`config.mk`:
```
export PLATFORM = sky130hd
export DESIGN_NAME = ddr3_byte_bridge
export DESIGN_NICKNAME = d
export VERILOG_FILES = /design/src/rtl/ddr3_byte_bridge_pkg.sv /design/src/rtl/ddr3_line_cache.sv /design/src/rtl/ddr3_byte_bridge.sv
export SDC_FILE = /design/constraint.sdc
export NUM_CORES = 1
export LEC_CHECK = 0
export BUFFER_PORTS_ARGS = -buffer_cell sky130_fd_sc_hd__buf_2
export CORE_MARGIN = 2
export CORE_UTILIZATION = 47
export CTS_CLUSTER_SIZE = 16
export DETAILED_ROUTE_END_ITERATION = 16
export PLACE_DENSITY = 0.77
export SETUP_SLACK_MARGIN = 0.15
export SYNTH_ARGS = -nofsm -noshare
export SYNTH_HDL_FRONTEND = slang
export SYNTH_SLANG_ARGS = --single-unit
```
`constraint.sdc`:
```
create_clock -name clk -period 2.2 [get_ports clk]
set_clock_uncertainty 0.1 [all_clocks]
set_input_delay 0.22 -clock clk [delete_from_list [all_inputs] [get_ports clk]]
set_output_delay 0.22 -clock clk [all_outputs]
set_load 0.01 [all_outputs]
```
`src/rtl/ddr3_byte_bridge_pkg.sv`:
```
// rtl/ddr3_byte_bridge_pkg.sv - shared state type, line geometry and byte-select helper for the DDR3 byte bridge
package ddr3_byte_bridge_pkg;

  localparam int DDR3_LINE_BYTES = 8;
  localparam int DDR3_LINE_BITS  = DDR3_LINE_BYTES * 8;
  localparam int DDR3_TAG_W      = 25;

  typedef enum logic [2:0] {
    IDLE,
    HIT,
    RD_REQ,
    RD_WAIT,
    WR_REQ
  } ddr3_bridge_state_t;

  function automatic logic [7:0] line_byte(input logic [DDR3_LINE_BITS-1:0] line,
                                           input logic [2:0]                sel);
    return line[{sel, 3'b000} +: 8];
  endfunction

endpackage

```
`src/rtl/ddr3_line_cache.sv`:
```
// rtl/ddr3_line_cache.sv - single 8-byte read line with tag, valid, fill, flush and write handling
// Macro DDR3_CACHE_UPDATE_EN: a write hitting the line patches the byte; otherwise it invalidates the line.
module ddr3_line_cache
  import ddr3_byte_bridge_pkg::*;
(
  input  logic                      clk,
  input  logic                      reset,
  input  logic                      flush,
  input  logic                      fill,
  input  logic [DDR3_LINE_BITS-1:0] fill_line,
  input  logic [DDR3_TAG_W-1:0]     fill_tag,
  input  logic                      wr,
  input  logic [DDR3_TAG_W-1:0]     wr_tag,
  input  logic [2:0]                wr_sel,
  input  logic [7:0]                wr_byte,
  input  logic [DDR3_TAG_W-1:0]     look_tag,
  input  logic [2:0]                look_sel,
  output logic                      hit,
  output logic [7:0]                look_byte
);

  logic [DDR3_LINE_BITS-1:0] line;
  logic [DDR3_TAG_W-1:0]     tag;
  logic                      valid;
  logic                      wr_match;

  assign hit       = valid && (tag == look_tag);
  assign look_byte = line_byte(line, look_sel);
  assign wr_match  = wr && valid && (tag == wr_tag);

`ifndef DDR3_CACHE_UPDATE_EN
  logic unused_wr;
  assign unused_wr = ^{wr_sel, wr_byte};
`endif

  always_ff @(posedge clk) begin
    if (reset) begin
      line  <= '0;
      tag   <= '0;
      valid <= 1'b0;
    end else begin
      if (fill) begin
        line  <= fill_line;
        tag   <= fill_tag;
        valid <= 1'b1;
      end else if (wr_match) begin
`ifdef DDR3_CACHE_UPDATE_EN
        line[{wr_sel, 3'b000} +: 8] <= wr_byte;
`else
        valid <= 1'b0;
`endif
      end
      // A flush landing on the fill cycle still leaves the line invalid.
      if (flush) valid <= 1'b0;
    end
  end

endmodule

```
`src/rtl/ddr3_byte_bridge.sv`:
```
// rtl/ddr3_byte_bridge.sv - byte-wide command front end onto the 64-bit DDRAM port, with one-line read cache
// Macro DDR3_CACHE_UPDATE_EN (in ddr3_line_cache) selects write-patch versus write-invalidate of the cached line.
module ddr3_byte_bridge
  import ddr3_byte_bridge_pkg::*;
#(
  parameter logic [3:0] DDR3_BASE = 4'h3
) (
  input  logic        clk,
  input  logic        reset,
  input  logic [27:0] ddr3_addr,
  input  logic        ddr3_rd,
  input  logic        ddr3_wr,
  input  logic [7:0]  ddr3_din,
  input  logic        ddr3_request,
  output logic [7:0]  ddr3_dout,
  output logic        ddr3_ready,
  input  logic        cache_flush,
  input  logic        DDRAM_BUSY,
  output logic [7:0]  DDRAM_BURSTCNT,
  output logic [28:0] DDRAM_ADDR,
  input  logic [63:0] DDRAM_DOUT,
  input  logic        DDRAM_DOUT_READY,
  output logic        DDRAM_RD,
  output logic [63:0] DDRAM_DIN,
  output logic [7:0]  DDRAM_BE,
  output logic        DDRAM_WE
);

  ddr3_bridge_state_t state;
  logic               ready_q;
  logic               rd_pending;
  logic [27:0]        addr_q;
  logic               accept;
  logic               hit;
  logic               fill;
  logic [7:0]         hit_byte;
  logic [7:0]         fill_byte;

  // A read already handed to the controller must have its data drained even across reset.
  assign ddr3_ready     = ready_q & ~rd_pending;
  assign accept         = ddr3_ready & ddr3_request & (ddr3_rd | ddr3_wr) & (state == IDLE);
  assign fill           = (state == RD_WAIT) & DDRAM_DOUT_READY;
  assign fill_byte      = line_byte(DDRAM_DOUT, addr_q[2:0]);
  assign DDRAM_BURSTCNT = 8'd1;
  assign DDRAM_ADDR     = {DDR3_BASE, addr_q[27:3]};

  ddr3_line_cache u_cache (
    .clk       (clk),
    .reset     (reset),
    .flush     (cache_flush),
    .fill      (fill),
    .fill_line (DDRAM_DOUT),
    .fill_tag  (addr_q[27:3]),
    .wr        (accept & ddr3_wr),
    .wr_tag    (ddr3_addr[27:3]),
    .wr_sel    (ddr3_addr[2:0]),
    .wr_byte   (ddr3_din),
    .look_tag  (ddr3_addr[27:3]),
    .look_sel  (addr_q[2:0]),
    .hit       (hit),
    .look_byte (hit_byte)
  );

  always_ff @(posedge clk) begin
    if (DDRAM_DOUT_READY) rd_pending <= 1'b0;
    else if (DDRAM_RD && !DDRAM_BUSY) rd_pending <= 1'b1;

    if (reset) begin
      state     <= IDLE;
      ready_q   <= 1'b1;
      ddr3_dout <= 8'h00;
      addr_q    <= '0;
      DDRAM_RD  <= 1'b0;
      DDRAM_WE  <= 1'b0;
      DDRAM_BE  <= 8'h00;
      DDRAM_DIN <= '0;
    end else begin
      case (state)
        IDLE: begin
          if (accept) begin
            ready_q <= 1'b0;
            addr_q  <= ddr3_addr;
            if (ddr3_wr) begin
              state     <= WR_REQ;
              DDRAM_WE  <= 1'b1;
              DDRAM_BE  <= 8'd1 << ddr3_addr[2:0];
              DDRAM_DIN <= {DDR3_LINE_BYTES{ddr3_din}};
            end else if (hit) begin
              state <= HIT;
            end else begin
              state    <= RD_REQ;
              DDRAM_RD <= 1'b1;
            end
          end
        end
        HIT: begin
          ddr3_dout <= hit_byte;
          ready_q   <= 1'b1;
          state     <= IDLE;
        end
        RD_REQ: begin
          if (!DDRAM_BUSY) begin
            DDRAM_RD <= 1'b0;
            state    <= RD_WAIT;
          end
        end
        RD_WAIT: begin
          if (DDRAM_DOUT_READY) begin
            ddr3_dout <= fill_byte;
            ready_q   <= 1'b1;
            state     <= IDLE;
          end
        end
        WR_REQ: begin
          if (!DDRAM_BUSY) begin
            DDRAM_WE <= 1'b0;
            DDRAM_BE <= 8'h00;
            ready_q  <= 1'b1;
            state    <= IDLE;
          end
        end
        default: begin
          state   <= IDLE;
          ready_q <= 1'b1;
        end
      endcase
    end
  end

endmodule
```
==> impl_metrics.toml <==
[route]
drt-wirelength-per-cell_um = 16.9
drt_iter0_markers = 567
drc = 0
ant_nets = 0
firstDrtPassIters = 5
via_per_inst = 5.33
dr_total_vias = 6806
finalWirelength_mm = 21.6

[floorplanning]
die_h_um = 128
num_rows = 45
die-area_um2 = 16400
ios = 228
initial_core_util_pct = 47.9
die_x_um = 128
core_area_um2 = 15100

[setup_path]
regToRegSetupSlack_ps = 20
slowest_stage = "mux4_1"
startpoint_type = "register"
critPathMaxStageDelay_ps = 580
path_cells = "and3b_2, buf_6, clkbuf_16, mux4_1, a22oi_2, nand2_1, a22o_1"
end_kind = "register"
crit_type = "reg -> reg"
crit_arrival_ps = 2390
critical_path.max_fanout = 8
crit_required_ps = 2410

[synthesis]
ys_ff_latch = 149
ys.flop_type = "dfxtp_1"
yosysTopAreaCellShare_pct = 41.3
synth_edf_count = 0
synth_async_sr_flop_share_pct = 0
avgSynthCellArea_um2 = 8.55
syn_area_um2 = 7230
yosysUniqueCellTypes = 42
synth_most_common_cell = "nand2_1"
seq_area_frac_synth_pct = 41.3
synth_area_leaders = "dfxtp_1 (41%), nand2_1 (14%), buf_4 (9.8%)"
syn_inst = 845
ys_top_cells_by_count = "nand2_1 (263), dfxtp_1 (149), a21oi_1 (129)"
synth_top_area_cell = "dfxtp_1"
yosysWarnings = 0

[place]
place.gp.congestion = 0.831
pre_cts_ws_ps = 82.6
portBuffers = 215
dp_hpwl_mm = 12.5

[min_path]
hold_path.class = "in -> reg"

[power_and_ir_drop]
p_sw_mw = 2.46
leakage_nw = 4.08
vdd_drop_max_uv = 819
combPwrFrac_pct = 26.6
power_mw = 8.13
internal_power_mw = 5.66
sw_frac_of_total_pct = 30.3
seqPwrFrac_pct = 37.8
power.density_nw_per_um2 = 842
clockPowerShare_pct = 35.6

[layout]
final_nets = 1182
area_growth_syn_to_layout_pct = 33.6
multi_input_comb_area_um2 = 3340
drive_gt1_share_pct = 28.8
seq_area_um2 = 2980
num-fill-cells = 1161

[clock_tree]
clk_path_buf_depth = 2
htree_levels = 4
cts_tree = "done"
cts_buffers = 17
clk_pin_slew_ps = 60
clock_latency_ps = 410
clock-root-buffer = "clkbuf_16"
cts.sinks = 149

[run]
cap_viol_max_count = 0

[grt]
grt_max_degree = 78
grt_util_all_layers_pct = 25.4
antenna_found_initial = 1
grt_pass1_vias = 6514
grt_overflow = 0
grt_pass1_wl_mm = 32.5

[timing]
tightest_slew_ps = 656
slew_viol_final = 0
hold_viol_final = 0
maxSlewHeadroom_pct = 56.2
rsz0062_at_grt = "true"
final-setup-viol-count = 0
worst_slack_ps = 21.5
post-route-min-period_ps = 2180
period_share_pct = 99.0
fmax_mhz = 459

[outcome]
status = "completed"
kinds of logic after synthesis:
| family | share of synthesized area [%] |
|---|---|
| other cells | 0.104 |
| compound gates | 13.7 |
| xor+xnor | 3.03 |
| simple gates | 17.6 |
| flops | 41.3 |
| buf+inv | 13.8 |
| mux | 10.6 |
through the flow:
step	TNS [ps]	hold slack (ps)	util, %	cell area [µm²]	instances
final	0	56.6	64.0	9660	1277
after global routing	-59.1	79.6	64.0	9650	1276
after CTS	0	20.0	62.9	9500	1268
after detailed placement	0	339	52.1	7870	1132
after global placement	0	337	52.1	7870	1132
after floorplan	0	192	-	7270	855
layout by cell type, fill, tap and decap left out, types with 3 or more instances in the layout:
master         Yosys  routed
a21oi_1          129     129
a22o_1             8       8
a22oi_1           20      12
a22oi_2            0       8
a32oi_1            4       4
buf_12             3       9
buf_2              9     214
buf_4             94      15
buf_6              2       3
clkbuf_1          35       4
clkbuf_16          0      19
clkbuf_8           0       3
clkinv_2           0       3
conb_1             2      12
dfxtp_1          149     149
dlygate4sd3_1      0     103
inv_1              4       4
mux4_1            12       9
mux4_2            20      23
nand2_1          263     262
nand2b_1           4       4
nor2_1            15      15
nor2b_1            5       5
nor3_1             4       3
nor4_1             6       6
o31ai_1            3       3
or3_4              1       3
xor2_1            25      25
flip-flops by register name, summed over array words and instances, names as in the netlist:
| name | cells |
|---|---|
| u_cache.valid | 1 |
| ready_q | 1 |
| addr_q | 28 |
| state | 3 |
| DDRAM_WE | 1 |
| ddr3_dout | 8 |
| rd_pending | 1 |
| u_cache.tag | 25 |
| DDRAM_BE | 8 |
| DDRAM_DIN | 8 |
| DDRAM_RD | 1 |
| u_cache.line | 64 |
worst paths after layout:
path | from | end | cells after the start
max | state[2] | ddr3_dout[7] | 7
min | ddr3_wr | DDRAM_RD | 3
max reg2reg | state[2] | ddr3_dout[7] | 7
min reg2reg | u_cache.line[30] | u_cache.line[30] | 2
metal layers:
metal	up-vias	GRT usage, %	wire, µm
li1	3216	-	-
met1	3174	30.5	8510
met2	350	42.2	10800
met3	66	7.47	1670
met4	0	11.2	699
met5	-	0	0
power by group through the flow:
stage                     combinational (mW)  sequential, mW  clock [mW]
final                                   2.16            3.07        2.89
after global routing                    2.33            3.10        3.04
after floorplan                         1.39            3.12           0
after CTS                               2.01            3.06        2.91
after detailed placement                1.85            3.12           0
after global placement                  1.82            3.11           0
area by class of cell:
class	count	share of cell area (%)
diodes	2	0.0518
clock buffers	24	4.99
clock inverters	8	1.02
inverters	4	0.156
multi-input cells	555	34.6
flip-flops and latches	149	30.9
well taps	188	2.44
repair buffers	347	25.8
worst max-delay path, delay by kind of cell, from the launching register on:
family / cells / cell delay [ps]
simple gates: 2 / 390
compound gates: 2 / 400
flops: 1 / 300
mux: 1 / 580
buf+inv: 2 / 290
timing repair:
item	in CTS	in global routing
endpoints found under the hold margin	104	0
gates resized for setup	2	21
cloned	0	2
endpoints found under the setup margin	5	27
setup buffers	1	5
hold buffers	103	0
pin swaps	0	4
Note: power is estimated with default switching activity, not from simulation.
